<file path="config.mk">
export PLATFORM = sky130hd
export DESIGN_NAME = seq_divider32
export DESIGN_NICKNAME = d
export VERILOG_FILES = /design/src/rtl/seq_divider32_pkg.sv /design/src/rtl/seq_divider32_step.sv /design/src/rtl/seq_divider32.sv
export SDC_FILE = /design/constraint.sdc
export NUM_CORES = 1
export LEC_CHECK = 0
export CORE_AREA = 4 4 152 154
export CTS_CLUSTER_SIZE = 28
export DETAILED_ROUTE_END_ITERATION = 10
export DIE_AREA = 0 0 156 158
export GPL_ROUTABILITY_DRIVEN = 0
export PLACE_DENSITY = 0.67
export SYNTH_ARGS = -nofsm -noshare
export SYNTH_HDL_FRONTEND = slang
export SYNTH_SLANG_ARGS = --single-unit
</file>
<file path="constraint.sdc">
create_clock -name clk -period 4.7 [get_ports clk]
set_clock_uncertainty 0.05 [all_clocks]
set_input_delay 0.94 -clock clk [delete_from_list [all_inputs] [get_ports clk]]
set_output_delay 0.94 -clock clk [all_outputs]
set_load 0.005 [all_outputs]
</file>
<file path="src/rtl/seq_divider32_pkg.sv">
// Shared types and constants for the sequential restoring divider.
package seq_divider32_pkg;

  localparam int DIV_WIDTH = 32;

  localparam logic [DIV_WIDTH-1:0] DIV_ZERO_QUOT = '1;

  typedef enum logic [1:0] {
    IDLE = 2'd0,
    RUN  = 2'd1,
    DONE = 2'd2
  } div_state_e;

endpackage

</file>
<file path="src/rtl/seq_divider32_step.sv">
// One restoring-division iteration: shift in the next dividend bit, trial
// subtract the divisor and keep the difference only when it did not borrow.
module div_restore_step #(
  parameter int WIDTH = 32
) (
  input  logic [WIDTH:0]   r_i,
  input  logic             q_msb_i,
  input  logic [WIDTH-1:0] d_i,
  output logic [WIDTH:0]   next_r_o,
  output logic             q_bit_o
);

  logic [WIDTH:0] shifted;
  logic [WIDTH:0] trial;

  always_comb begin
    shifted  = {r_i[WIDTH-1:0], q_msb_i};
    trial    = shifted - {1'b0, d_i};
    q_bit_o  = ~trial[WIDTH];
    next_r_o = q_bit_o ? trial : shifted;
  end

endmodule

</file>
<file path="src/rtl/seq_divider32.sv">
// Sequential unsigned divider: one trial subtract per cycle, WIDTH cycles per
// result, divide-by-zero resolved in a single cycle.
module seq_divider32
  import seq_divider32_pkg::*;
#(
  parameter int WIDTH = DIV_WIDTH,
  parameter int CNT_W = 6
) (
  input  logic             clk,
  input  logic             rst_n,
  input  logic             start,
  input  logic [WIDTH-1:0] dividend,
  input  logic [WIDTH-1:0] divisor,
  output logic             busy,
  output logic             done,
  output logic [WIDTH-1:0] quotient,
  output logic [WIDTH-1:0] remainder,
  output logic             div_by_zero,
  output div_state_e       dbg_state
);

  // Handshake: start is taken on a rising edge only while in IDLE or DONE;
  // busy is high for every RUN cycle, done is a one-cycle pulse marking new
  // results, and start seen during RUN is dropped without sampling operands.

  div_state_e       state_q, state_d;
  logic [WIDTH:0]   r_q, r_d;
  logic [WIDTH-1:0] q_q, q_d;
  logic [WIDTH-1:0] d_q, d_d;
  logic [CNT_W-1:0] cnt_q, cnt_d;
  logic             dz_q, dz_d;
  logic [WIDTH-1:0] quot_q, quot_d;
  logic [WIDTH-1:0] rem_q, rem_d;
  logic             dbz_q, dbz_d;

  logic [WIDTH:0]   step_r;
  logic             step_bit;

  div_restore_step #(.WIDTH(WIDTH)) u_step (
    .r_i      (r_q),
    .q_msb_i  (q_q[WIDTH-1]),
    .d_i      (d_q),
    .next_r_o (step_r),
    .q_bit_o  (step_bit)
  );

  always_comb begin
    state_d = state_q;
    r_d     = r_q;
    q_d     = q_q;
    d_d     = d_q;
    cnt_d   = cnt_q;
    dz_d    = dz_q;
    quot_d  = quot_q;
    rem_d   = rem_q;
    dbz_d   = dbz_q;
    case (state_q)
      IDLE, DONE: begin
        if (start) begin
          q_d     = dividend;
          d_d     = divisor;
          r_d     = '0;
          cnt_d   = '0;
          dz_d    = (divisor == '0);
          state_d = RUN;
        end else begin
          state_d = IDLE;
        end
      end
      RUN: begin
        if (dz_q) begin
          // Q still holds the untouched dividend here.
          quot_d  = DIV_ZERO_QUOT;
          rem_d   = q_q;
          dbz_d   = 1'b1;
          state_d = DONE;
        end else begin
          r_d   = step_r;
          q_d   = {q_q[WIDTH-2:0], step_bit};
          cnt_d = cnt_q + CNT_W'(1);
          if (cnt_q == CNT_W'(WIDTH - 1)) begin
            quot_d  = {q_q[WIDTH-2:0], step_bit};
            rem_d   = step_r[WIDTH-1:0];
            dbz_d   = 1'b0;
            state_d = DONE;
          end
        end
      end
      default: state_d = IDLE;
    endcase
  end

  always_ff @(posedge clk or negedge rst_n) begin
    if (!rst_n) begin
      state_q <= IDLE;
      r_q     <= '0;
      q_q     <= '0;
      d_q     <= '0;
      cnt_q   <= '0;
      dz_q    <= 1'b0;
      quot_q  <= '0;
      rem_q   <= '0;
      dbz_q   <= 1'b0;
    end else begin
      state_q <= state_d;
      r_q     <= r_d;
      q_q     <= q_d;
      d_q     <= d_d;
      cnt_q   <= cnt_d;
      dz_q    <= dz_d;
      quot_q  <= quot_d;
      rem_q   <= rem_d;
      dbz_q   <= dbz_d;
    end
  end

  assign busy        = (state_q == RUN);
  assign done        = (state_q == DONE);
  assign quotient    = quot_q;
  assign remainder   = rem_q;
  assign div_by_zero = dbz_q;
  assign dbg_state   = state_q;

endmodule

</file>
After elaboration in Yosys (flattened, before gate mapping). Index checks and enable logic that the tools add are counted.

Bitwise gates (word level): 1. Equal/unequal tests: 6. Add/subtract/negate cells: 2. Mux-type cells: 20. Reductions and logical operators: 8.

Operator list (number): $mux 32 (9); $pmux 32 s2 (2); $sub 33x32->33 (1); $logic_not 32->1 (1); $mux 6 (2); $pmux 6 s2 (1); $add 6x1->6 const B (1); $eq 6x5->1 const B (1); $mux 2 (2); $ne 2x2->1 const B (2); $pmux 2 s2 (1); $reduce_and 2->1 (2); $reduce_bool 2->1 (2); $mux 1 (3); $ne 3x1->1 const B (1); $reduce_and 3->1 (1); $eq 2x1->1 const B (1); $eq 2x2->1 const B (1); $logic_not 2->1 (1); $reduce_or 2->1 (1); $not 1->1 (1).

Bits in registers: 170. Logic and storage cells: 46.

Logic depth before layout (Yosys ltp).
Depth after elaboration: 4. Mapped depth: 15. Gate-level depth less buffers: 13.

Hierarchy. Synthesis repeated with hierarchy kept, for this count alone.

Cells, all modules: 1112. Area total of the unflattened synthesis: 9908.3 um^2.

Modules (own cells, without submodules): seq_divider32 (times used 1, area each 7447.1 um^2, cells each 756); div_restore_step (times used 1, area each 2461.1 um^2, cells each 356).

Worst setup path before layout. OpenSTA, ideal clock, no wires.

Kind: flip-flop to flip-flop. Start point: reg q_q[31]. End point: reg rem_q[13] (netlist: remainder[13]). Clock period less this slack: 3.030 ns. Cell stages (with the launch flop): 15. Setup time: 0.135 ns. Buffers on the path: 1. Data arrival time: 2.845 ns. Path slack: 1.670 ns. Cell sequence: dfrtp_1 inv_1 ha_1 inv_1 fa_1 a21oi_1 o22ai_2 o21bai_2 a31oi_4 a21oi_2 mux2i_1 buf_4 mux2_1 mux2i_1 o21ai_0.

Longest elaborated chain between the ends: 4.

Ends and longest elaborated chain: start, declared (line seq_divider32.sv:28) `logic [WIDTH-1:0] q_q, q_d;`; start signal, assigned (line seq_divider32.sv:107) `q_q <= q_d;`; $sub 33x32->33 (line seq_divider32_step.sv:18) `trial = shifted - {1'b0, d_i};`; $mux 32 (line seq_divider32_step.sv:20) `next_r_o = q_bit_o ? trial : shifted;`; $mux 32 (line seq_divider32.sv:81) `if (cnt_q == CNT_W'(WIDTH - 1)) begin`; $mux 32 (line seq_divider32.sv:71) `if (dz_q) begin`; end signal, assigned (line seq_divider32.sv:112) `rem_q <= rem_d;`; end, declared (line seq_divider32.sv:33) `logic [WIDTH-1:0] rem_q, rem_d;`.

No other way between the ends. The select of a mux whose other input is x is not followed. A chain may end at the register's enable or synchronous reset.

Worst setup path in the final report.
Start point: reg q_q[31]. End point: reg rem_q[0] (netlist: remainder[0]).

Longest elaborated chain between the ends: 4.

Ends and longest elaborated chain (line): $sub 33x32->33 (seq_divider32_step.sv:18); $mux 32 * (seq_divider32_step.sv:20); $mux 32 * (seq_divider32.sv:81); $mux 32 * (seq_divider32.sv:71).

Every way passes the cells marked *; elsewhere a longest branch is shown, timed or not. The select of a mux whose other input is x is not followed.

==> metrics.txt <==
CP Launch Point q_q[31]; Routed WL about 29000 um; Setup CP Type flop to flop; cts repair resizes 0; area grow syn2layout 22.5%; ANT nets after route 0; ys flop type dfrtp_1; Clk pin slew, worst setup/hold paths 0.08 ns; fin. max-slew vios 0; crit path max fanout 21; Final Hold Fails 0; Vias/cell around 5.7; DR iter-0 viols a little over 600; Seq cells post-synth 170; Global Route Usage Sum 23.5%; diode count 0; Hold-fix buffers, CTS 0; Syn. warnings 0; critical path's slowest cell mux2i_4; largest net degree at the start of global routing roughly 100; Max-cap violations 0; FF-to-FF setup slack approximately 0.62 ns; area of the die 24600 um^2; vias in the first global route about 8500; worst path bufs/invs 3; row cnt 54; Worst EP required 4.94 ns; Final Setup Violations 0; biggest area consumer among synthesized cells dfrtp_1; Non-Filler Instances 1522; status finished clean; Initial DRT Pass Iterations 5; post-CTS setup buffer count 0; Overflow after GRT 0; # DRC 0; Final period util between 80 and 90%; IO Pins ~140; starting density of the core between 40 and 50%; antenna violations before repair 0; Avg WL per Cell roughly 19 um; RR Endpoint remainder[0]; Commonest cells post-synth 213 x nand2_1, 170 x dfrtp_1, 129 x o21ai_0; clk_lat worst skew about 0.43 ns; Clock Path Buffers 2; Clock Root Buffer clkbuf_16; Hold Path Class flop to flop; Core Util, Final between 50% and 60%; RSZ-0062 raised after global routing no; startpoint types flop; Placed Cells approximately 1500; worst stage delay on the critical path around 0.80 ns; syn_nets approximately 1200; cell count after synthesis roughly 1100; VDD IR-drop max roughly 0.44 mV; PD cells 942 nW/um^2; mean post-synth cell area 8.58 um^2; P_leak between 5 and 6 nW; Die Span X between 150 and 200 um; TritonCTS clock tree built; CP Depth 14; CP Capture Point remainder[0]; die span in y around 160 um; relative slew slack a little over a fifth; Final min period just over 4 ns; worst r2r src q_q[31]; Setup TNS 0 ns; Tightest Pin Transition between 1 and 1.5 ns; Seq/Total Area, Yosys 43.9%; ratio of cells with drive above 1 in the final layout slightly above 6%; most frequent CP cell inv_1; maximum clock rate between 0.2 and 0.25 GHz; Sink Count 170; Yosys top cell area share ~44%; count leader, synth nand2_1; EDFF count, synth 0; Synth async-reset ratio 100%; via count just under 9000; CTS H-tree depth 4; Synth Cell Area 9700 um^2; Netlist cell types 63; synth top area cells dfrtp_1 44%, nand2_1 8.2%, o21ai_0 6.7%, ha_1 4.3%, a21oi_1 3.7%; Core ar. 21700 um^2; R2R cell count 14; final net count around 1300; port bufs ~140; first-pass GRT wire length between 40000 and 50000 um; total CTS buffers 17; Worst Setup End Kind flop; Final HPWL DP about 21000 um; CP Cell Sequence inv_1 -> ha_1 -> inv_1 -> fa_1 -> a21oi_1 -> o22ai_2 -> o21bai_2 -> a31oi_4 -> a21oi_2 -> mux2i_4 -> buf_4 -> nor2_1 -> a211oi_1 -> o31ai_1; Worst Path Arrival roughly 4.3 ns; Worst path top cell family by delay compound AO/OA/AOI/OAI gates
## report_power, final
part	leakage [nW]	total [W]	switching (W)	internal [W]
Clock	0.295	0.00143	0.000707	0.000721
Combinational	2.90	0.00699	0.00408	0.00291
Sequential	2.15	0.00278	0.000600	0.00217
## cell type report
type	instances	area [um^2]
sequential	170	4250
clock buffer	17	425
fill	1973	9800
inverter	48	180
timing repair buffer	152	1490
multi-input combinational	840	5000
clock inverter	15	178
tap	280	350
## kinds of logic after synthesis
logic type	synth area share, %
muxes	4.41
and+or+nand+nor	16.6
AOI/OAI and AO/OA	23.0
buffers and inverters	4.95
adders and majority gates	4.46
DFF	43.9
xor gates and xnor gates	2.71
## worst register-to-register path: cells and delay by family, from the launching register on
kind,cells,cell delay [ns]
flops,1,0.42
compound gates,7,1.45
fa+ha+maj,2,0.57
buf+inv,3,0.54
mux,1,0.80
simple gates,1,0.12
## metal layers
layer	GRT usage [%]	up-vias	wire (um)
met3	3.36	38	1280
li1	-	4218	-
met4	8.46	0	802
met2	38.1	244	14000
met5	0	-	0
met1	32.3	4241	13100
## metrics by stage
step           hold slack [ns]  total power (W)  setup WS (ns)  instance area [um^2]
2_1_floorplan            0.402          0.00763           1.67                  9700
3_3_place_gp             0.401          0.00953          0.845                 11300
3_5_place_dp             0.404          0.00969          0.779                 11300
4_1_cts                  0.422           0.0112          0.664                 11900
5_1_grt                  0.447           0.0121          0.395                 11900
6_report                 0.416           0.0112          0.621                 11900
## cells in the final DEF (no fill, tap or decap), types with 4 or more instances in the layout
cell type / instances
nand3_1: 42
nor4_1: 9
nor3_1: 13
ha_1: 33
mux2_2: 11
dfrtp_1: 170
and2_1: 4
a21o_1: 14
xnor2_1: 19
o21a_1: 6
o31ai_1: 4
a221oi_1: 18
nor2b_1: 5
a22oi_1: 30
or3_1: 6
o211ai_1: 6
clkbuf_16: 17
o21ai_0: 129
inv_1: 47
xor2_1: 11
mux2i_1: 26
clkdlybuf4s50_1: 134
a211oi_1: 11
nand2b_1: 4
nand2_1: 213
o22ai_1: 13
nor2_1: 56
clkinv_8: 5
inv_8: 5
o21ai_1: 18
buf_4: 16
a21oi_1: 72
nand4_1: 9
and3_1: 7
## registers in the layout, summed over array words and instances (netlist names)
register     count
dbg_state        2
cnt_q            6
d_q             32
remainder       32
div_by_zero      1
r_q             32
dz_q             1
quotient        32
q_q             32
## how the worst min path moves through the flow
stage                       from      endpoint  slack [ns]  depth (start not counted)
global placement    quotient[20]  quotient[20]        0.40                          2
global route         quotient[9]   quotient[9]        0.45                          2
floorplan                 d_q[0]        d_q[0]        0.40                          2
CTS                  quotient[4]   quotient[4]        0.42                          2
detailed placement   quotient[4]   quotient[4]        0.40                          2
finish              quotient[19]  quotient[19]        0.42                          2
No activity file was read; power rests on OpenSTA's default activity.
